$ cat src/rtl/seq_divider.sv
// seq_divider: multi-cycle restoring divider, one quotient bit per clock.
//
// Divides a WIDTH-bit dividend by a WIDTH-bit divisor, as signed two's
// complement (sgn=1) or unsigned (sgn=0), giving a quotient that truncates
// toward zero and a remainder that carries the dividend's sign.
//
// Handshake: a request is accepted on any rising edge where start=1 and
// the FSM is IDLE (busy=0). Operands and sgn are captured on that edge and
// later changes are ignored. done is a one-cycle pulse. quotient, remainder,
// dbz and ovf are valid in the done cycle and hold until the next done or
// reset. A new start may be presented in the done cycle itself.
//
// Ports:
//   clk        rising-edge clock
//   clr        asynchronous active-low reset
//   start      division request, sampled only while idle
//   sgn        1 = signed operands, 0 = unsigned
//   dividend   numerator
//   divisor    denominator
//   quotient   registered quotient
//   remainder  registered remainder
//   busy       high while an accepted division is iterating or fixing up
//   done       one-cycle result-valid pulse
//   dbz        divide-by-zero flag (quotient all ones, remainder = raw dividend)
//   ovf        signed overflow flag (MIN / -1)
module seq_divider #(
    parameter int WIDTH = 8
) (
    input  logic             clk,
    input  logic             clr,
    input  logic             start,
    input  logic             sgn,
    input  logic [WIDTH-1:0] dividend,
    input  logic [WIDTH-1:0] divisor,
    output logic [WIDTH-1:0] quotient,
    output logic [WIDTH-1:0] remainder,
    output logic             busy,
    output logic             done,
    output logic             dbz,
    output logic             ovf
);

    localparam int CW = $clog2(WIDTH + 1);
    localparam logic [WIDTH-1:0] MIN_VAL = {1'b1, {(WIDTH-1){1'b0}}};

    typedef enum logic [1:0] {
        IDLE = 2'd0,
        ITER = 2'd1,
        FIX  = 2'd2
    } state_t;

    state_t state, state_next;

    logic [WIDTH:0]   p_reg;     // partial remainder; MSB is the subtraction borrow
    logic [WIDTH-1:0] q_reg;     // dividend magnitude shifting out, quotient bits shifting in
    logic [WIDTH-1:0] dvs_reg;   // divisor magnitude
    logic [WIDTH-1:0] raw_dvd;   // unmodified dividend, returned as remainder on divide-by-zero
    logic [CW-1:0]    cnt;
    logic             neg_q;
    logic             neg_r;
    logic             ovf_pend;
    logic             dbz_pend;  // zero divisor accepted last edge; report on this edge

    logic             accept;
    logic             div_zero;
    logic             dvd_neg;
    logic             dvs_neg;
    logic [WIDTH-1:0] dvd_mag;
    logic [WIDTH-1:0] dvs_mag;
    logic [WIDTH:0]   shifted;
    logic [WIDTH:0]   trial;
    logic [WIDTH-1:0] q_fix;
    logic [WIDTH-1:0] r_fix;

    // Operand conditioning. The magnitude of MIN wraps to the same bit
    // pattern, which reads correctly as an unsigned WIDTH-bit value.
    always_comb begin
        accept   = (state == IDLE) && start;
        div_zero = (divisor == '0);
        dvd_neg  = sgn && dividend[WIDTH-1];
        dvs_neg  = sgn && divisor[WIDTH-1];
        dvd_mag  = dvd_neg ? (~dividend + 1'b1) : dividend;
        dvs_mag  = dvs_neg ? (~divisor + 1'b1) : divisor;
    end

    // One restoring step and the sign fix-up.
    always_comb begin
        shifted = {p_reg[WIDTH-1:0], q_reg[WIDTH-1]};
        trial   = shifted - {1'b0, dvs_reg};
        q_fix   = neg_q ? (~q_reg + 1'b1) : q_reg;
        r_fix   = neg_r ? (~p_reg[WIDTH-1:0] + 1'b1) : p_reg[WIDTH-1:0];
    end

    // FSM state register.
    always_ff @(posedge clk or negedge clr) begin
        if (!clr) state <= IDLE;
        else      state <= state_next;
    end

    // FSM next state.
    always_comb begin
        state_next = state;
        case (state)
            IDLE: if (accept && !div_zero) state_next = ITER;
            ITER: if (cnt == CW'(1))       state_next = FIX;
            FIX:                           state_next = IDLE;
            default:                       state_next = IDLE;
        endcase
    end

    assign busy = (state != IDLE);

    // Datapath registers.
    always_ff @(posedge clk or negedge clr) begin
        if (!clr) begin
            p_reg    <= '0;
            q_reg    <= '0;
            dvs_reg  <= '0;
            raw_dvd  <= '0;
            cnt      <= '0;
            neg_q    <= 1'b0;
            neg_r    <= 1'b0;
            ovf_pend <= 1'b0;
            dbz_pend <= 1'b0;
        end else begin
            dbz_pend <= accept && div_zero;
            if (accept) begin
                p_reg    <= '0;
                q_reg    <= dvd_mag;
                dvs_reg  <= dvs_mag;
                raw_dvd  <= dividend;
                cnt      <= CW'(WIDTH);
                neg_q    <= dvd_neg ^ dvs_neg;
                neg_r    <= dvd_neg;
                ovf_pend <= sgn && (dividend == MIN_VAL) && (divisor == '1);
            end else if (state == ITER) begin
                if (!trial[WIDTH]) begin
                    p_reg <= trial;
                    q_reg <= {q_reg[WIDTH-2:0], 1'b1};
                end else begin
                    p_reg <= shifted;
                    q_reg <= {q_reg[WIDTH-2:0], 1'b0};
                end
                cnt <= cnt - 1'b1;
            end
        end
    end

    // Result registers: change only on a done edge or on reset.
    always_ff @(posedge clk or negedge clr) begin
        if (!clr) begin
            quotient  <= '0;
            remainder <= '0;
            done      <= 1'b0;
            dbz       <= 1'b0;
            ovf       <= 1'b0;
        end else begin
            done <= 1'b0;
            if (state == FIX) begin
                done <= 1'b1;
                dbz  <= 1'b0;
                ovf  <= ovf_pend;
                if (ovf_pend) begin
                    quotient  <= MIN_VAL;
                    remainder <= '0;
                end else begin
                    quotient  <= q_fix;
                    remainder <= r_fix;
                end
            end else if (dbz_pend) begin
                done      <= 1'b1;
                dbz       <= 1'b1;
                ovf       <= 1'b0;
                quotient  <= '1;
                remainder <= raw_dvd;
            end
        end
    end

endmodule

$ cat config.mk
export PLATFORM = sky130hd
export DESIGN_NAME = seq_divider
export DESIGN_NICKNAME = d
export VERILOG_FILES = /design/src/rtl/seq_divider.sv
export SDC_FILE = /design/constraint.sdc
export NUM_CORES = 1
export LEC_CHECK = 0
export BUFFER_PORTS_ARGS = -buffer_cell sky130_fd_sc_hd__buf_2
export CORE_MARGIN = 4
export CORE_UTILIZATION = 50
export DETAILED_ROUTE_END_ITERATION = 8
export PLACE_DENSITY = 0.73
export REMOVE_ABC_BUFFERS = 1
export SETUP_SLACK_MARGIN = 0.15
export SYNTH_ARGS = -nofsm -noshare
export SYNTH_HDL_FRONTEND = slang
export SYNTH_SLANG_ARGS = --single-unit
$ cat constraint.sdc
create_clock -name clk -period 2.5 [get_ports clk]
set_input_delay 0.25 -clock clk [delete_from_list [all_inputs] [get_ports clk]]
set_output_delay 0.25 -clock clk [all_outputs]
set_load 0.01 [all_outputs]
After elaboration in Yosys (flattened, before gate mapping) --
Cells that the tools add are included.
Storage, ports and cells: input port bits 20, word-level logic and storage cells 74, output and inout port bits 20, bits in registers 61
Cells by class: eq/ne operators 7, muxes and demuxes 27, bitwise operators 5, reduce and logical (&&, ||, !) cells 14, add/sub/neg operators 6
Operators with widths (number):
- $mux 8 | 15
- $add 8x1->8 const B | 4
- $not 8->8 | 4
- $eq 8x8->1 const B | 2
- $sub 9x8->9 | 1
- $logic_not 8->1 | 1
- $mux 4 | 2
- $logic_and 1x1->1 | 7
- $mux 1 | 7
- $reduce_bool 2->1 | 3
- $eq 4x1->1 const B | 1
- $mux 2 | 2
- $pmux 2 s2 | 1
- $sub 4x1->4 const B | 1
- $eq 2x1->1 const B | 1
- $eq 2x2->1 const B | 1
- $logic_not 2->1 | 1
- $ne 2x1->1 const B | 1
- $ne 2x2->1 const B | 1
- $reduce_and 2->1 | 1
- $logic_not 1->1 | 1
- $xor 1x1->1 | 1

Logic depth before layout (Yosys ltp) --
depth after elaboration 5, mapped depth 9, gate-level depth less buffers 9

Least setup slack after synthesis --
No wires, ideal clock.
kind register -> register, start point register q_reg[7], end point register p_reg[5], slack 0.294 ns, required time 2.378 ns, data arrival time 2.085 ns, period minus slack after synthesis 2.206 ns, path buffers 0, cell stages (with the launch flop) 10, setup time 0.122 ns, cells stage by stage dfrtp_1 -> inv_1 -> ha_1 -> inv_1 -> fa_1 -> a21oi_2 -> o211a_1 -> nor3_4 -> or3_1 -> a32o_1
On the way: longest elaborated chain between the ends 4
Ends and longest elaborated chain:
- start: declaration | line 55 | logic [WIDTH-1:0] q_reg;
- start signal: assignment | line 129 | q_reg <= dvd_mag;
- start signal: assignment | line 139 | q_reg <= {q_reg[WIDTH-2:0], 1'b1};
- start signal: assignment | line 142 | q_reg <= {q_reg[WIDTH-2:0], 1'b0};
- $sub 9x8->9 | line 89 | trial = shifted - {1'b0, dvs_reg};
- $mux 8 | line 137 | if (!trial[WIDTH]) begin
- $mux 8 | line 136 | end else if (state == ITER) begin
- $mux 8 | line 127 | if (accept) begin
- end signal: assignment | line 138 | p_reg <= trial;
- end signal: assignment | line 141 | p_reg <= shifted;
- end: declaration | line 54 | logic [WIDTH:0] p_reg;
Every way passes these cells. The select of a mux whose other input is x is not followed. A chain may end at the register's enable or synchronous reset.

Worst setup path after layout --
Ends and elaborated chain as after synthesis.

==> impl_metrics.sql <==
INSERT INTO impl_metrics (metric_group, metric, value, unit) VALUES
('setup_path', 'critical_path.most_common_cell', 'sky130_fd_sc_hd__inv_1', ''),
('drt', 'route.final.wire_length', '8.38', 'mm'),
('cts', 'numCtsBuffers', '9', ''),
('drt', 'route.layer.met1.wl', '3.79', 'mm'),
('setup_path', 'critical_path.startpoint_type', 'flip-flop', ''),
('layout', 'n_antenna_cell', '0', ''),
('layout', 'area_growth_syn_to_layout', '16.2', '%'),
('placed_design', 'pre_cts_slack', '0.143', 'ns'),
('floorplanning', 'die_width', '93.1', 'um'),
('yosys', 'synthesis.instances', '403', ''),
('sta', 'shortest_period_the_worst_path_allows', '2.29', 'ns'),
('sta', 'holdWs', '0.169', 'ns'),
('sta', 'timing_hold_violations_final', '0', ''),
('yosys', 'synthDistinctLibCells', '54', ''),
('global_routing', 'wire_length_of_the_first_global_routing_pass', '13.8', 'mm'),
('yosys', 'yosysSeqAreaShare', '42.2', '%'),
('setup_path', 'worstPathRequired', '2.73', 'ns'),
('placed_design', 'detailedPlacementHpwl', '6.29', 'mm'),
('placed_design', 'placement.io_buffers', '39', ''),
('floorplanning', 'fp-row-count', '30', ''),
('setup_path', 'path_class', 'reg -> reg', ''),
('cts', 'cts_max_path_buffers', '2', ''),
('sta', 'setup_slack', '0.212', 'ns'),
('setup_path', 'slowest_stage', 'sky130_fd_sc_hd__dfrtp_1', ''),
('worst_hold_path', 'min_path_type', 'in -> reg', ''),
('sta', 'grt_setup_unrepaired', 'no', ''),
('global_routing', 'global_route.usage.total', '20.2', '%'),
('cts', 'clk_transition_reported_paths', '0.07', 'ns'),
('setup_path', 'cpPeakStageDelay', '0.41', 'ns'),
('sta', 'drv_slew', '0', ''),
('drt', 'drt-initial-drc-count', '199', ''),
('power_and_ir_drop', 'static_leakage', '1.93', 'nW'),
('power_and_ir_drop', 'power.share.switching', '43.9', '%'),
('layout', 'final_standard_cell_utilization_of_the_core', '60.9', '%'),
('yosys', 'synth_async_sr_flop_share', '100', '%'),
('power_and_ir_drop', 'max-vdd-ir-drop', '0.594', 'mV'),
('sta', 'report.final.setup_viol', '0', ''),
('floorplanning', 'fp.dieArea', '8670', 'sq um'),
('floorplanning', 'start_util', '52.4', '%'),
('drt', 'routed-via-count', '3073', ''),
('run_status', 'run_status', 'finished clean', ''),
('floorplanning', 'core_area', '6910', 'sq um'),
('yosys', 'synth-seq-cells', '61', ''),
('cts', 'clk-insertion-delay-late', '0.35', 'ns'),
('setup_path', 'endpoint_kind', 'flip-flop', ''),
('setup_path', 'critPathMaxFanout', '10', ''),
('sta', 'max_freq', '437', 'MHz'),
('yosys', 'synthFlopType', 'sky130_fd_sc_hd__dfrtp_1', ''),
('layout', 'fillers', '617', ''),
('floorplanning', 'chipHeight', '93.1', 'um'),
('power_and_ir_drop', 'total_power', '5.73', 'mW'),
('sta', 'timing.setup.tns', '0', 'ns'),
('yosys', 'post_synth_instance_area', '3620', 'sq um'),
('global_routing', 'grt_pass1_vias', '2841', ''),
('setup_path', 'worst-endpoint-arrival', '2.52', 'ns'),
('layout', 'num-nets-final', '484', ''),
('cts', 'clock-root-buffer', 'sky130_fd_sc_hd__clkbuf_8', ''),
('power_and_ir_drop', 'cell_area_power_density', '1360', 'nW/um^2'),
('drt', 'drt_first_pass_iters', '4', ''),
('sta', 'post-route-period-util', '91.5', '%'),
('drt', 'detail_route.wl_per_cell', '15.3', 'um'),
('yosys', 'count_of_synthesis_stage_warnings_from_yosys', '0', ''),
('layout', 'most_frequent_standard_cell_in_the_layout_excluding_fill_and_tap_cells', 'sky130_fd_sc_hd__dfrtp_1', ''),
('yosys', 'avgSynthCellArea', '8.99', 'sq um'),
('cts', 'tritoncts_num_sinks', '61', ''),
('drt', 'vias_per_cell', '5.60', ''),
('placed_design', 'place.gp.congestion', '0.909', ''),
('layout', 'final_cell_mix', 'sky130_fd_sc_hd__dfrtp_1, sky130_fd_sc_hd__nand2_1, sky130_fd_sc_hd__buf_2', ''),
('drt', 'drc', '0', ''),
('global_routing', 'grt_start_max_net_pins', '33', ''),
('drt', 'route.met2.wl', '3.95', 'mm');
-- final cells by class --
class | instances | area, sq um | area share [%]
Multi-Input combinational cell | 299 | 1950 | 46.2
Clock buffer | 10 | 138 | 3.27
Clock inverter | 6 | 68.8 | 1.64
Sequential cell | 61 | 1530 | 36.3
Inverter | 23 | 86.3 | 2.05
Tap cell | 96 | 120 | 2.85
Timing Repair Buffer | 54 | 323 | 7.67
-- through the flow --
stage	area, sq um	cells
3_3_place_gp	3950	529
2_1_floorplan	3540	383
4_1_cts	4180	547
6_report	4210	549
3_5_place_dp	3950	529
5_1_grt	4210	549
-- what timing repair did --
action | in CTS | in global routing
buffers inserted | 1 | 2
setup endpoints to repair | 1 | 8
gates resized for setup | 0 | 3
hold buffers | 1 | 0
hold endpoints to repair | 29 | 0
pin swaps | 1 | 3
-- power groups by stage --
stage | sequential, mW | combinational, mW | clock, mW
5_1_grt | 1.87 | 3.40 | 0.964
6_report | 1.81 | 3.02 | 0.904
3_5_place_dp | 1.82 | 2.90 | 0
4_1_cts | 1.81 | 2.95 | 0.922
3_3_place_gp | 1.80 | 2.86 | 0
2_1_floorplan | 1.79 | 2.08 | 0
-- critical path, delay by kind of cell (launching register included) --
kind / cells / cell delay (ns)
AOI/OAI and AO/OA: 3 / 0.67
DFF: 1 / 0.41
buffers and inverters: 2 / 0.14
and+or+nand+nor: 2 / 0.40
adders and majority gates: 2 / 0.54
-- synth_stat cells (3+ instances only) --
library cell                n  area share, %
sky130_fd_sc_hd__nor2b_1    5           0.86
sky130_fd_sc_hd__nand2_1   60            6.2
sky130_fd_sc_hd__nand4_1    4           0.69
sky130_fd_sc_hd__and2_1     5           0.86
sky130_fd_sc_hd__o21ai_1    3           0.41
sky130_fd_sc_hd__nor4_1     5           0.86
sky130_fd_sc_hd__a21oi_1   11            1.5
sky130_fd_sc_hd__mux2i_1   12            3.3
sky130_fd_sc_hd__clkbuf_1  16            1.7
sky130_fd_sc_hd__nor3_1     6           0.83
sky130_fd_sc_hd__o31ai_1    9            1.9
sky130_fd_sc_hd__or3_1      3           0.52
sky130_fd_sc_hd__o22ai_1   10            1.7
sky130_fd_sc_hd__inv_1     23            2.4
sky130_fd_sc_hd__ha_1      15            5.2
sky130_fd_sc_hd__nand2b_1   7            1.2
sky130_fd_sc_hd__o21ai_0   32            4.4
sky130_fd_sc_hd__and3_1     3           0.52
sky130_fd_sc_hd__a31oi_1    4           0.69
sky130_fd_sc_hd__o211ai_1   9            1.9
sky130_fd_sc_hd__xnor2_1   13            3.1
sky130_fd_sc_hd__nand3_1   13            1.8
sky130_fd_sc_hd__nor2_1    21            2.2
sky130_fd_sc_hd__xor2_1    15            3.6
sky130_fd_sc_hd__dfrtp_1   61             42
sky130_fd_sc_hd__a21oi_2    3           0.73
-- kinds of logic (layout without fill, tap and decap cells) --
group                    count (synthesis)  in the layout  synth area share (%)
buffers and inverters                   43             93                  4.60
flip-flops                              61             61                  42.2
AO/OA/AOI/OAI                          102            102                  18.7
XOR/XNOR                                28             28                  6.77
AND/OR/NAND/NOR                        141            141                  18.8
multiplexers                            12             12                  3.32
adder cells (fa/ha/maj)                 16             16                  5.74
-- layer usage --
| layer | up-vias | track usage [%] |
|---|---|---|
| met3 | 14 | 3.94 |
| met1 | 1461 | 27.3 |
| met5 | - | 0 |
| li1 | 1515 | - |
| met2 | 83 | 32.2 |
| met4 | 0 | 7.81 |
-- worst paths after layout --
check / to / slack, ns / cells after the start / startpoint
min in group asynchronous: remainder[4] / 0.47 / 2 / clr
setup reg to reg: p_reg[5] / 0.21 / 9 / q_reg[7]
setup / recovery: p_reg[5] / 0.21 / 9 / q_reg[7]
max in group asynchronous: cnt[0] / 1.42 / 3 / clr
hold / removal: raw_dvd[6] / 0.17 / 3 / dividend[6]
hold reg to reg: dvs_reg[2] / 0.48 / 2 / dvs_reg[2]
No activity file was read; power rests on OpenSTA's default activity.
